File: config.mk
export PLATFORM = sky130hd
export DESIGN_NAME = cla_addsub_pipe_flat
export DESIGN_NICKNAME = d
export VERILOG_FILES = /design/src/rtl/cla_addsub_pipe_if.sv /design/src/rtl/cla_addsub_pipe.sv /design/src/flat_wrapper.sv
export SDC_FILE = /design/constraint.sdc
export NUM_CORES = 1
export LEC_CHECK = 0
export BUFFER_PORTS_ARGS = -buffer_cell sky130_fd_sc_hd__clkbuf_2
export CAP_MARGIN = 20
export CORE_MARGIN = 5
export CORE_UTILIZATION = 40
export DETAILED_ROUTE_END_ITERATION = 10
export PLACE_DENSITY = 0.74
export SLEW_MARGIN = 20
export SYNTH_ARGS = -nofsm -noshare
export SYNTH_HDL_FRONTEND = slang
export SYNTH_SLANG_ARGS = --single-unit
File: constraint.sdc
create_clock -name clk -period 2.6 [get_ports clk]
set_input_delay 0.39 -clock clk [delete_from_list [all_inputs] [get_ports clk]]
set_output_delay 0.39 -clock clk [all_outputs]
set_load 0.05 [all_outputs]
File: src/rtl/cla_addsub_pipe_if.sv
// Operand/result handshake bundle for cla_addsub_pipe.
// The sat signal exists only when CLA_ADDSUB_SAT_EN is defined.
interface cla_addsub_pipe_if #(
    parameter int WIDTH = 16
);
    logic             in_valid;
    logic             in_ready;
    logic [WIDTH-1:0] a;
    logic [WIDTH-1:0] b;
    logic             sub;
`ifdef CLA_ADDSUB_SAT_EN
    logic             sat;
`endif
    logic             out_valid;
    logic             out_ready;
    logic [WIDTH-1:0] sum;
    logic             cout;
    logic             ovf;
    logic             zero;

`ifdef CLA_ADDSUB_SAT_EN
    modport master (
        output in_valid, a, b, sub, sat, out_ready,
        input  in_ready, out_valid, sum, cout, ovf, zero
    );
    modport slave (
        input  in_valid, a, b, sub, sat, out_ready,
        output in_ready, out_valid, sum, cout, ovf, zero
    );
`else
    modport master (
        output in_valid, a, b, sub, out_ready,
        input  in_ready, out_valid, sum, cout, ovf, zero
    );
    modport slave (
        input  in_valid, a, b, sub, out_ready,
        output in_ready, out_valid, sum, cout, ovf, zero
    );
`endif
endinterface

File: src/rtl/cla_addsub_pipe.sv
// Two-stage carry-lookahead adder/subtractor: stage 1 forms bit and group P/G,
// stage 2 resolves carries and flags. Define CLA_ADDSUB_SAT_EN for saturation.
module cla_addsub_pipe #(
    parameter int WIDTH = 16,
    parameter int GROUP = 4
) (
    input  logic             clk,
    input  logic             rst_n,
    cla_addsub_pipe_if.slave bus
);
    localparam int NG = WIDTH / GROUP;

    logic             s1_en;
    logic             s2_en;
    logic             s1_load;
    logic             s2_load;

    logic             s1_valid_q,  s1_valid_d;
    logic [WIDTH-1:0] s1_p_q,      s1_p_d;
    logic [WIDTH-1:0] s1_g_q,      s1_g_d;
    logic [NG-1:0]    s1_gp_q,     s1_gp_d;
    logic [NG-1:0]    s1_gg_q,     s1_gg_d;
    logic             s1_a_msb_q,  s1_a_msb_d;
    logic             s1_bb_msb_q, s1_bb_msb_d;
    logic             s1_cin_q,    s1_cin_d;
`ifdef CLA_ADDSUB_SAT_EN
    logic             s1_sat_q,    s1_sat_d;
`endif

    logic             out_valid_q, out_valid_d;
    logic [WIDTH-1:0] sum_q,       sum_d;
    logic             cout_q,      cout_d;
    logic             ovf_q,       ovf_d;
    logic             zero_q,      zero_d;

    logic [WIDTH-1:0] bb;
    logic [WIDTH-1:0] p_in;
    logic [WIDTH-1:0] g_in;
    logic [NG-1:0]    gp_in;
    logic [NG-1:0]    gg_in;
    logic [NG:0]      grp_c;
    logic [WIDTH:0]   c;
    logic [WIDTH-1:0] sum_raw;
    logic             ovf_raw;

    // S2 drains when empty or accepted downstream; S1 refills whenever S2 can take it.
    assign s2_en        = ~out_valid_q | bus.out_ready;
    assign s1_en        = ~s1_valid_q | s2_en;
    assign s1_load      = bus.in_valid & s1_en;
    assign s2_load      = s1_valid_q & s2_en;
    assign bus.in_ready = s1_en;

    always_comb begin
        bb    = bus.b ^ {WIDTH{bus.sub}};
        p_in  = bus.a ^ bb;
        g_in  = bus.a & bb;
        gp_in = '0;
        gg_in = '0;
        for (int k = 0; k < NG; k++) begin
            gp_in[k] = &p_in[k*GROUP +: GROUP];
            for (int j = 0; j < GROUP; j++) begin
                gg_in[k] = g_in[k*GROUP+j] | (p_in[k*GROUP+j] & gg_in[k]);
            end
        end
    end

    always_comb begin
        s1_valid_d  = s1_en ? bus.in_valid : s1_valid_q;
        s1_p_d      = s1_p_q;
        s1_g_d      = s1_g_q;
        s1_gp_d     = s1_gp_q;
        s1_gg_d     = s1_gg_q;
        s1_a_msb_d  = s1_a_msb_q;
        s1_bb_msb_d = s1_bb_msb_q;
        s1_cin_d    = s1_cin_q;
`ifdef CLA_ADDSUB_SAT_EN
        s1_sat_d    = s1_sat_q;
`endif
        if (s1_load) begin
            s1_p_d      = p_in;
            s1_g_d      = g_in;
            s1_gp_d     = gp_in;
            s1_gg_d     = gg_in;
            s1_a_msb_d  = bus.a[WIDTH-1];
            s1_bb_msb_d = bb[WIDTH-1];
            s1_cin_d    = bus.sub;
`ifdef CLA_ADDSUB_SAT_EN
            s1_sat_d    = bus.sat;
`endif
        end
    end

    // Stage 1 boundary
    always_ff @(posedge clk or negedge rst_n) begin
        if (!rst_n) begin
            s1_valid_q  <= 1'b0;
            s1_p_q      <= '0;
            s1_g_q      <= '0;
            s1_gp_q     <= '0;
            s1_gg_q     <= '0;
            s1_a_msb_q  <= 1'b0;
            s1_bb_msb_q <= 1'b0;
            s1_cin_q    <= 1'b0;
`ifdef CLA_ADDSUB_SAT_EN
            s1_sat_q    <= 1'b0;
`endif
        end else begin
            s1_valid_q  <= s1_valid_d;
            s1_p_q      <= s1_p_d;
            s1_g_q      <= s1_g_d;
            s1_gp_q     <= s1_gp_d;
            s1_gg_q     <= s1_gg_d;
            s1_a_msb_q  <= s1_a_msb_d;
            s1_bb_msb_q <= s1_bb_msb_d;
            s1_cin_q    <= s1_cin_d;
`ifdef CLA_ADDSUB_SAT_EN
            s1_sat_q    <= s1_sat_d;
`endif
        end
    end

    // Group carries look ahead across groups; inside a group carries ripple from the group carry-in.
    always_comb begin
        grp_c    = '0;
        c        = '0;
        grp_c[0] = s1_cin_q;
        for (int k = 0; k < NG; k++) begin
            grp_c[k+1] = s1_gg_q[k] | (s1_gp_q[k] & grp_c[k]);
        end
        for (int k = 0; k < NG; k++) begin
            c[k*GROUP] = grp_c[k];
            for (int j = 1; j < GROUP; j++) begin
                c[k*GROUP+j] = s1_g_q[k*GROUP+j-1] | (s1_p_q[k*GROUP+j-1] & c[k*GROUP+j-1]);
            end
        end
        c[WIDTH] = grp_c[NG];
        sum_raw  = s1_p_q ^ c[WIDTH-1:0];
        ovf_raw  = (s1_a_msb_q == s1_bb_msb_q) & (sum_raw[WIDTH-1] != s1_a_msb_q);
    end

    always_comb begin
        out_valid_d = s2_en ? s1_valid_q : out_valid_q;
        sum_d       = sum_q;
        cout_d      = cout_q;
        ovf_d       = ovf_q;
        zero_d      = zero_q;
        if (s2_load) begin
            sum_d = sum_raw;
`ifdef CLA_ADDSUB_SAT_EN
            if (s1_sat_q && ovf_raw) begin
                sum_d = s1_a_msb_q ? {1'b1, {(WIDTH-1){1'b0}}} : {1'b0, {(WIDTH-1){1'b1}}};
            end
`endif
            cout_d = c[WIDTH];
            ovf_d  = ovf_raw;
            zero_d = ~|sum_d;
        end
    end

    // Stage 2 boundary
    always_ff @(posedge clk or negedge rst_n) begin
        if (!rst_n) begin
            out_valid_q <= 1'b0;
            sum_q       <= '0;
            cout_q      <= 1'b0;
            ovf_q       <= 1'b0;
            zero_q      <= 1'b0;
        end else begin
            out_valid_q <= out_valid_d;
            sum_q       <= sum_d;
            cout_q      <= cout_d;
            ovf_q       <= ovf_d;
            zero_q      <= zero_d;
        end
    end

    assign bus.out_valid = out_valid_q;
    assign bus.sum       = sum_q;
    assign bus.cout      = cout_q;
    assign bus.ovf       = ovf_q;
    assign bus.zero      = zero_q;
endmodule

File: src/flat_wrapper.sv
// flat-port wrapper written by rule: the top's interface ports become plain ports
module cla_addsub_pipe_flat 
#(
    parameter int WIDTH = 16,
    parameter int GROUP = 4
)
  (clk, rst_n, bus_in_valid, bus_a, bus_b, bus_sub, bus_out_ready, bus_in_ready, bus_out_valid, bus_sum, bus_cout, bus_ovf, bus_zero);
  cla_addsub_pipe_if #(.WIDTH(WIDTH)) bus_i ();
  input  logic clk;
  input  logic rst_n;
  input wire logic [$bits(bus_i.in_valid)-1:0] bus_in_valid;
  input wire logic [$bits(bus_i.a)-1:0] bus_a;
  input wire logic [$bits(bus_i.b)-1:0] bus_b;
  input wire logic [$bits(bus_i.sub)-1:0] bus_sub;
  input wire logic [$bits(bus_i.out_ready)-1:0] bus_out_ready;
  output wire logic [$bits(bus_i.in_ready)-1:0] bus_in_ready;
  output wire logic [$bits(bus_i.out_valid)-1:0] bus_out_valid;
  output wire logic [$bits(bus_i.sum)-1:0] bus_sum;
  output wire logic [$bits(bus_i.cout)-1:0] bus_cout;
  output wire logic [$bits(bus_i.ovf)-1:0] bus_ovf;
  output wire logic [$bits(bus_i.zero)-1:0] bus_zero;
  assign bus_i.in_valid = bus_in_valid;
  assign bus_i.a = bus_a;
  assign bus_i.b = bus_b;
  assign bus_i.sub = bus_sub;
  assign bus_i.out_ready = bus_out_ready;
  assign bus_in_ready = bus_i.in_ready;
  assign bus_out_valid = bus_i.out_valid;
  assign bus_sum = bus_i.sum;
  assign bus_cout = bus_i.cout;
  assign bus_ovf = bus_i.ovf;
  assign bus_zero = bus_i.zero;
  cla_addsub_pipe #(.WIDTH(WIDTH), .GROUP(GROUP)) u_core (.clk(clk), .rst_n(rst_n), .bus(bus_i));
endmodule
==> results.yml, run 1 <==
critical_path:
  worstPathArrival_ps: 2770
  crit_path_end_kind: "register"
  cp-endpoint: "u_core.bus.ovf"
  crit_path_start: "u_core.s1_gp_q[0]"
  crit_path_max_incr_delay_ps: 380
  crit_path_top_delay_cell: "dfrtp_1"
  crit_top_cell: "a21o_1"
  r2r_start: "u_core.s1_gp_q[0]"
  crit_family: "compound AO/OA/AOI/OAI gates"
  crit_chain: "a21o_1 > a21o_1 > a21o_1 > ha_2 > or2_4 > ha_4 > or2_4 > ha_4 > nor2_4 > xnor2_4 > mux2i_1 > o21ai_1"
  cp-start-kind: "register"
  critPathMaxFanout: 3
  r2r_setup_slack_ps: 40
  regToRegEndpoint: "u_core.bus.ovf"
  cp.required_ps: 2800
  r2r_cells: 12
  crit_cells: 12
  path_buf_inv: 0
  crit_type: "register to register"
cts:
  clk_latency_ps: 330
  root_buffer: "clkbuf_8"
  ctsHoldBuffers: 0
  cts_tree: "yes"
  clk_pin_slew_ps: 70
  cts_buffers: 9
  clock_sinks: 60
  htree_levels: 3
  clockBufferDepth: 2
detailed_routing:
  post_drt_via_cell_ratio: 4.93
  routed_wl_mm: 6.08
  maxUsedRoutingLayer: "met4"
  postRouteAntennaNets: 0
  dr_wl_met2_mm: 2.84
  vias: 1990
  routed-wl-met3_microns: 356
  drtPass1Iterations: 4
  m1WireLength_mm: 2.81
  drc: 0
  drtIter0Drc: 79
  drt-wirelength-per-cell_microns: 15.0
grt:
  grt_max_degree: 25
  grt_first_pass_wirelength_mm: 10.4
  gr-total-overflow: 0
  grt_pass1_vias: 2025
  antenna_found_initial: 0
  grt_usage: 0.138
logic_synthesis:
  synth-seq-cells: 60
  yosys.area_share.adder: 0.115
  synthCells: 233
  synth_top_family_by_area: "multiplexers"
  synth_edf_count: 0
  syn_area_per_cell_sq_um: 13.1
  yosysWarnings: 0
  synth.area.mux_share: 0.177
  synth_xor_area_frac: 0.0575
  synthesis.nets: 298
  ys_seq_area_frac: 0.493
  mappedNetlistArea_sq_um: 3040
  synthSimpleGateAreaFrac: 0.0715
  synth.distinct_cells: 26
  synth_compound_area_frac: 0.0621
  ys.flop_type: "dfrtp_1"
  synthArstFlopShare: 1.00
sta:
  fin_crit_sh: 0.986
  rsz0062_at_grt: "true"
  holdWs_ps: 49.6
  skew_ps: 9.80
  max_freq_ghz: 0.390
  final.min_clock_period_ps: 2560
  finalSetupViolCount: 0
  worst_slew_pin_slew_ps: 592
  slew_headroom: 0.605
  hold_viol_final: 0
  slew_violations: 0
floorplanning:
  io_pins: 58
  die_x_microns: 97.2
  coreArea_sq_um: 7330
  die_h_microns: 97.2
  die-area_sq_um: 9450
  initial_core_util: 0.415
  row_count: 31
cells_and_area:
  diodes: 0
  drive_above_1_share: 0.492
  final_core_util: 0.514
  fin_nets: 365
  seqCellArea_sq_um: 1500
  multi_input_area_sq_um: 1590
  num-fill-cells: 651
  syn_to_final_growth_pct: 23.7
place:
  gp_congestion: 0.767
  io_buffers: 57
  dp_hpwl_mm: 4.66
status:
  outcome: "finished clean"
pwr:
  p_leak_nw: 1.83
  p_per_area_nw_per_um2: 975
  ir_drop_uv: 375
worst_hold_path:
  min_path_type: "input port to async pin"
run:
  max_cap_violations: 0
-- state kept, by name, indices dropped and copies added, names as in the netlist, 4 cells and up --
name,flops
u_core.bus.sum,16
u_core.s1_g_q,12
u_core.s1_gg_q,4
u_core.s1_gp_q,4
u_core.s1_p_q,16
-- synthesized netlist by cell type, drive strengths merged, types with 2 or more instances --
cell type | count | area, sq um
nor2 | 6 | 22.5
nor4 | 4 | 25.0
mux2 | 47 | 529
buf | 9 | 71.3
or2 | 8 | 50.1
nand2 | 11 | 43.8
a21o | 11 | 82.6
xor2 | 16 | 140
o21ai | 9 | 45.0
nand4 | 4 | 25.0
ha | 28 | 350
dfrtp | 60 | 1500
xnor2 | 4 | 35.0
nand2b | 3 | 18.8
nor3 | 2 | 10.0
a21oi | 5 | 25.0
-- logic make-up after synthesis --
kind of cell / Yosys count
buf+inv: 9
flops: 60
mux: 48
compound gates: 27
fa+ha+maj: 28
simple gates: 41
xor+xnor: 20
-- through the flow --
step                area [sq um]  TNS (ps)  instances  power [W]  setup slack [ps]
floorplan                   3050         0        233    0.00238              6.99
CTS                         3700     -23.9        404    0.00363             -23.9
detailed placement          3460      -314        388    0.00279              -165
global route                3760      -147        404    0.00388             -87.8
finish                      3760         0        404    0.00367              36.0
global placement            3460      -129        388    0.00276             -73.0
-- worst min-delay path by stage --
| stage | from | endpoint | slack [ps] | cells after the start |
|---|---|---|---|---|
| after floorplan | rst_n | u_core.bus.cout | 90 | 0 |
| after global placement | rst_n | u_core.s1_g_q[0] | 410 | 1 |
| after detailed placement | rst_n | u_core.s1_g_q[0] | 420 | 1 |
| after CTS | rst_n | u_core.s1_gp_q[0] | 50 | 1 |
| after global routing | rst_n | u_core.s1_g_q[0] | 90 | 1 |
| final | rst_n | u_core.s1_p_q[3] | 50 | 1 |
-- layer usage --
metal  up-vias  GRT usage
met4         0     0.0511
met5         -          0
met1       963      0.188
li1        963          -
met3         7     0.0452
met2        57      0.206
-- report_power, final --
group | total, W | switching [W] | internal (W)
clock | 0.000771 | 0.000352 | 0.000419
sequential | 0.00136 | 0.000169 | 0.00119
combinational | 0.00154 | 0.000955 | 0.000587
-- layout by cell type (no fill, tap or decap) --
master and n:
dfrtp_1 60, clkbuf_2 57, mux2_2 46, ha_1 24
xor2_1 16, clkbuf_8 12, a21o_1 11, nand2_1 10
o21ai_0 8, buf_4 7, or2_2 5, a21oi_1 5
nand4_1 4, nor2_1 4, or2_4 3, nand2b_1 3
nor4_2 3, ha_4 3, clkinv_2 3, nor2_4 2
nor3_1 2, xnor2_1 2, nand3b_2 1, nand2_2 1
mux2_1 1, and2_1 1, xnor2_4 1, mux2i_1 1
o21ai_1 1, a2111oi_4 1, xnor2_2 1, nor4_4 1
nand3_1 1, a22o_1 1, ha_2 1, clkinvlp_4 1
buf_12 1
-- timing repair --
action,CTS,global route
buffers inserted,0,0
gates resized for setup,10,10
pin swaps,11,10
endpoints found under the setup margin,3,4
-- final cells by class --
| cell class | instances | share of cell area |
|---|---|---|
| Multi-Input combinational cell | 164 | 0.423 |
| Tap cell | 99 | 0.0329 |
| Timing Repair Buffer | 65 | 0.0950 |
| Clock buffer | 12 | 0.0439 |
| Clock inverter | 4 | 0.00598 |
| Sequential cell | 60 | 0.399 |
-- worst reg2reg max path: stages, from the launching register on --
cell and delay, ps:
dfrtp_1 380, a21o_1 190, a21o_1 190, a21o_1 170
ha_2 160, or2_4 230, ha_4 150, or2_4 230
ha_4 170, nor2_4 140, xnor2_4 150, mux2i_1 200
o21ai_1 70
Note: power is estimated with default switching activity, not from simulation.
==> run 2: changes to the inputs <==
--- a/config.mk
+++ b/config.mk
@@ -8,9 +8,10 @@
 export BUFFER_PORTS_ARGS = -buffer_cell sky130_fd_sc_hd__clkbuf_2
 export CAP_MARGIN = 20
 export CORE_MARGIN = 5
-export CORE_UTILIZATION = 40
+export CORE_UTILIZATION = 39
 export DETAILED_ROUTE_END_ITERATION = 10
-export PLACE_DENSITY = 0.74
+export PLACE_DENSITY = 0.73
+export SETUP_SLACK_MARGIN = 0.15
 export SLEW_MARGIN = 20
 export SYNTH_ARGS = -nofsm -noshare
 export SYNTH_HDL_FRONTEND = slang
==> results.yml, run 2 (synthesis results as in run 1) <==
sta:
  hold_viol_final: 0
  worst_slew_pin_slew_ps: 672
  slew_headroom: 0.552
  slew_violations: 0
  fin_crit_sh: 0.997
  finalSetupViolCount: 0
  rsz0062_at_grt: "true"
  final.min_clock_period_ps: 2590
  setup_slack_ps: 7.32
  holdWs_ps: 76.3
  final.setup.tns_ps: 0
  skew_ps: 9.93
  max_freq_ghz: 0.386
detailed_routing:
  vias: 1963
  drtIter0Drc: 32
  drtPass1Iterations: 4
  drt-wirelength-per-cell_microns: 15.7
  drc: 0
  post_drt_via_cell_ratio: 4.82
  postRouteAntennaNets: 0
  routed_wl_mm: 6.39
place:
  place_ws_ps: -56.0
  gp_congestion: 0.755
  io_buffers: 57
  dp_hpwl_mm: 4.65
  dp.cells: 390
critical_path:
  critPathMaxFanout: 3
  cp.required_ps: 2880
  cp-start-kind: "register"
  crit_type: "register to register"
  worstPathArrival_ps: 2870
  crit_path_end_kind: "register"
cts:
  cts_buffers: 9
  clockBufferDepth: 2
  htree_levels: 3
  clock_sinks: 60
  cts_tree: "yes"
  clk_latency_ps: 340
  clk_pin_slew_ps: 60
  root_buffer: "clkbuf_8"
grt:
  grt_first_pass_wirelength_mm: 10.4
  grt_pass1_vias: 2125
  grt_max_degree: 37
  grt_usage: 0.137
  gr-total-overflow: 0
  antenna_found_initial: 0
cells_and_area:
  fin_nets: 365
  stdcell_count: 407
  num-fill-cells: 661
  syn_to_final_growth_pct: 26.1
  diodes: 0
  final_cell_mix: "dfrtp_1, clkbuf_2, mux2_2"
  final_common_cell: "dfrtp_1"
  drive_above_1_share: 0.505
run:
  max_cap_violations: 0
floorplanning:
  die_h_microns: 98.4
  coreArea_sq_um: 7650
  die-area_sq_um: 9670
  initial_core_util: 0.398
  io_pins: 58
  die_x_microns: 98.4
  row_count: 32
status:
  outcome: "finished clean"
worst_hold_path:
  min_path_type: "input port to async pin"
pwr:
  p_per_area_nw_per_um2: 1010
  p_leak_nw: 1.87
  ir_drop_uv: 370
[run 2: cell types whose count changed in the layout (fill, tap and decap cells not counted), moves of 2 or more]
cell       change
bufinv_16      +2
ha_1           -3
ha_2           +3
xnor2_2        +2
[run 2: final cells by class]
class	instances	area [sq um]	share of cell area
clock buffer	12	165	0.0430
clock inverter	4	70.1	0.0183
multi-input combinational	164	1600	0.418
sequential	60	1500	0.391
tap	102	128	0.0333
timing repair buffer	65	370	0.0965
[run 2: where the power goes]
group | total [W] | internal, W | switching [W]
Combinational | 0.00156 | 0.000599 | 0.000957
Sequential | 0.00136 | 0.00119 | 0.000169
Clock | 0.000964 | 0.000614 | 0.000349
[run 2: worst max-delay path, cell delays in order (launching register included)]
cell and delay [ps]:
dfrtp_1 380, a21o_1 200, a21o_1 190, a21o_1 160, ha_2 160, or2_4 250, ha_4 150, or2_4 230
ha_4 160, nor2_4 90, xnor2_2 120, nor4_2 280, a22o_1 160
[run 2: repair_timing]
| action | 4_1_cts | 5_1_grt |
|---|---|---|
| hold buffers | 0 | 0 |
| gates resized for setup | 1 | 13 |
| setup buffers | 1 | 0 |
| endpoints found under the setup margin | 4 | 5 |
| pin swaps | 1 | 10 |
[run 2: path summary, 6_finish.rpt]
check                                  start  cells past startpoint  slack [ps]                 to
setup reg to reg           u_core.s1_gp_q[0]                     12           7    u_core.bus.zero
min in group clk                bus_in_valid                      2         290  u_core.s1_valid_q
hold reg to reg            u_core.s1_gg_q[0]                      2         490  u_core.s1_gg_q[0]
max in group asynchronous              rst_n                      2        1900  u_core.s1_g_q[10]
hold / removal                         rst_n                      1          80  u_core.bus.sum[2]
setup / recovery           u_core.s1_gp_q[0]                     12           7    u_core.bus.zero
[run 2: per-layer routing]
metal | vias up | GRT usage | wire length [microns]
met5 | - | 0 | 0
met4 | 0 | 0.0662 | 116
met3 | 12 | 0.0279 | 230
met2 | 42 | 0.207 | 3030
met1 | 942 | 0.186 | 3020
li1 | 967 | - | -
[run 2: metrics by stage]
stage / cell area [sq um] / util / power (W)
floorplan: 3100 / - / 0.00242
global placement: 3520 / 0.460 / 0.00281
detailed placement: 3520 / 0.460 / 0.00283
CTS: 3770 / 0.493 / 0.00383
global route: 3840 / 0.502 / 0.00408
finish: 3840 / 0.502 / 0.00388
==> run 3: changes to the inputs <==
--- a/config.mk
+++ b/config.mk
@@ -5,7 +5,7 @@
 export SDC_FILE = /design/constraint.sdc
 export NUM_CORES = 1
 export LEC_CHECK = 0
-export BUFFER_PORTS_ARGS = -buffer_cell sky130_fd_sc_hd__clkbuf_2
+export BUFFER_PORTS_ARGS = -buffer_cell sky130_fd_sc_hd__buf_2
 export CAP_MARGIN = 20
 export CORE_MARGIN = 5
 export CORE_UTILIZATION = 39
==> results.yml, run 3 (synthesis results as in run 1) <==
status:
  outcome: "finished clean"
critical_path:
  critPathMaxFanout: 3
  crit_path_end_kind: "register"
  cp.required_ps: 2880
  worstPathArrival_ps: 2850
  crit_path_top_delay_cell: "dfrtp_1"
  regToRegEndpoint: "u_core.bus.zero"
  cp-start-kind: "register"
  crit_top_cell: "a21o_1"
  r2r_cells: 12
  r2r_setup_slack_ps: 30
  r2r_start: "u_core.s1_gp_q[0]"
  crit_type: "register to register"
  crit_chain: "a21o_1 > a21o_1 > a21o_1 > ha_2 > or2_4 > ha_4 > or2_4 > ha_4 > nor4_4 > nand3_1 > nor2_1 > a22o_1"
  crit_path_max_incr_delay_ps: 390
pwr:
  finalPower_w: 0.00376
  p_leak_nw: 1.83
  internal-power_w: 0.00231
  p_seq_frac: 0.360
  p_per_area_nw_per_um2: 997
  power_switching_w: 0.00145
  combPwrFrac: 0.402
  power_switching_share: 0.385
  ir_drop_uv: 337
  clkPwrFrac: 0.238
place:
  io_buffers: 57
  dp_hpwl_mm: 4.78
  dp.cells: 390
  dpl-instance-area_sq_um: 3490
  gp_congestion: 0.763
sta:
  worst_slew_pin_slew_ps: 934
  skew_ps: 6.65
  rsz0062_at_grt: "true"
  slew_headroom: 0.377
  hold_viol_final: 0
  final.min_clock_period_ps: 2570
  slew_violations: 0
  holdWs_ps: 196
  max_freq_ghz: 0.389
  final.setup.tns_ps: 0
  fin_crit_sh: 0.988
  finalSetupViolCount: 0
cts:
  clock_sinks: 60
  clk_latency_ps: 340
  root_buffer: "clkbuf_8"
  cts_tree: "yes"
  ctsHoldBuffers: 0
  clockBufferDepth: 2
  clk_pin_slew_ps: 70
  htree_levels: 3
  cts_buffers: 9
detailed_routing:
  vias: 2001
  drc: 0
  routed_wl_mm: 6.23
  post_drt_via_cell_ratio: 4.90
  drt-wirelength-per-cell_microns: 15.3
  drtIter0Drc: 51
  postRouteAntennaNets: 0
  drtPass1Iterations: 4
cells_and_area:
  fin_nets: 366
  syn_to_final_growth_pct: 23.9
  final_common_cell: "dfrtp_1"
  drive_above_1_share: 0.490
  design_area_sq_um: 3770
  diodes: 0
  final_cell_mix: "dfrtp_1, buf_2, mux2_2"
  stdcell_count: 408
grt:
  gr-total-overflow: 0
  grt_max_degree: 48
  grt_usage: 0.139
  antenna_found_initial: 0
  grt_pass1_vias: 2176
  grt_first_pass_wirelength_mm: 10.6
floorplanning:
  row_count: 32
  die_x_microns: 98.4
  die-area_sq_um: 9670
  die_h_microns: 98.4
  coreArea_sq_um: 7650
  io_pins: 58
  initial_core_util: 0.398
worst_hold_path:
  min_path_type: "input port to async pin"
run:
  max_cap_violations: 0
run 3: cell types whose count changed in the layout (fill, tap and decap cells not counted), moves of 2 or more:
cell / change
nor4_2: -2
buf_2: +57
buf_12: -2
nor4_1: +2
clkbuf_2: -57
buf_4: +3
run 3: how the worst max path moves through the flow:
| stage | end | startpoint | slack, ps |
|---|---|---|---|
| 2_1_floorplan | u_core.bus.ovf | u_core.s1_gp_q[0] | 150 |
| 3_3_place_gp | u_core.bus.zero | u_core.s1_gp_q[0] | 9 |
| 3_5_place_dp | u_core.bus.zero | u_core.s1_gp_q[0] | -90 |
| 4_1_cts | u_core.bus.ovf | u_core.s1_gp_q[0] | 10 |
| 5_1_grt | u_core.bus.ovf | u_core.s1_gp_q[0] | -120 |
| 6_report | u_core.bus.zero | u_core.s1_gp_q[0] | 30 |
run 3: timing repair:
item,4_1_cts,5_1_grt
resized for setup,6,1
endpoints found under the setup margin,4,5
buffers inserted,1,1
pin swaps,1,3
run 3: critical path, delay by kind of cell, from the launching register on:
kind / cells / cell delay (ps)
AOI/OAI and AO/OA: 4 / 680
adders and majority gates: 3 / 560
and+or+nand+nor: 5 / 860
DFF: 1 / 390
run 3: stage by stage:
step                 util  setup slack (ps)
detailed placement  0.457             -93.9
global route        0.493              -116
global placement    0.457              9.22
CTS                 0.492              10.3
finish              0.493              30.4
floorplan               -               155
run 3: cell type report:
cell class	instances	area [sq um]
fillers	663	3870
well taps	102	128
multi-input cells	164	1570
flip-flops and latches	60	1500
repair buffers	66	353
clock buffers	13	179
clock inverters	3	42.5
run 3: power by group through the flow:
| stage | sequential [W] | clock [W] | combinational, W |
|---|---|---|---|
| after floorplan | 0.00182 | 0 | 0.000601 |
| after global placement | 0.00136 | 0 | 0.00144 |
| after detailed placement | 0.00137 | 0 | 0.00147 |
| after CTS | 0.00135 | 0.000924 | 0.00153 |
| after global routing | 0.00138 | 0.000963 | 0.00163 |
| final | 0.00135 | 0.000896 | 0.00151 |
run 3: metal layers:
metal  track usage  vias to the layer above  part of all wire
met4        0.0756                        0             0.016
met2         0.221                       50              0.48
met3        0.0257                       11             0.047
met5             0                        -                 0
li1              -                      969                 -
met1         0.180                      971              0.46
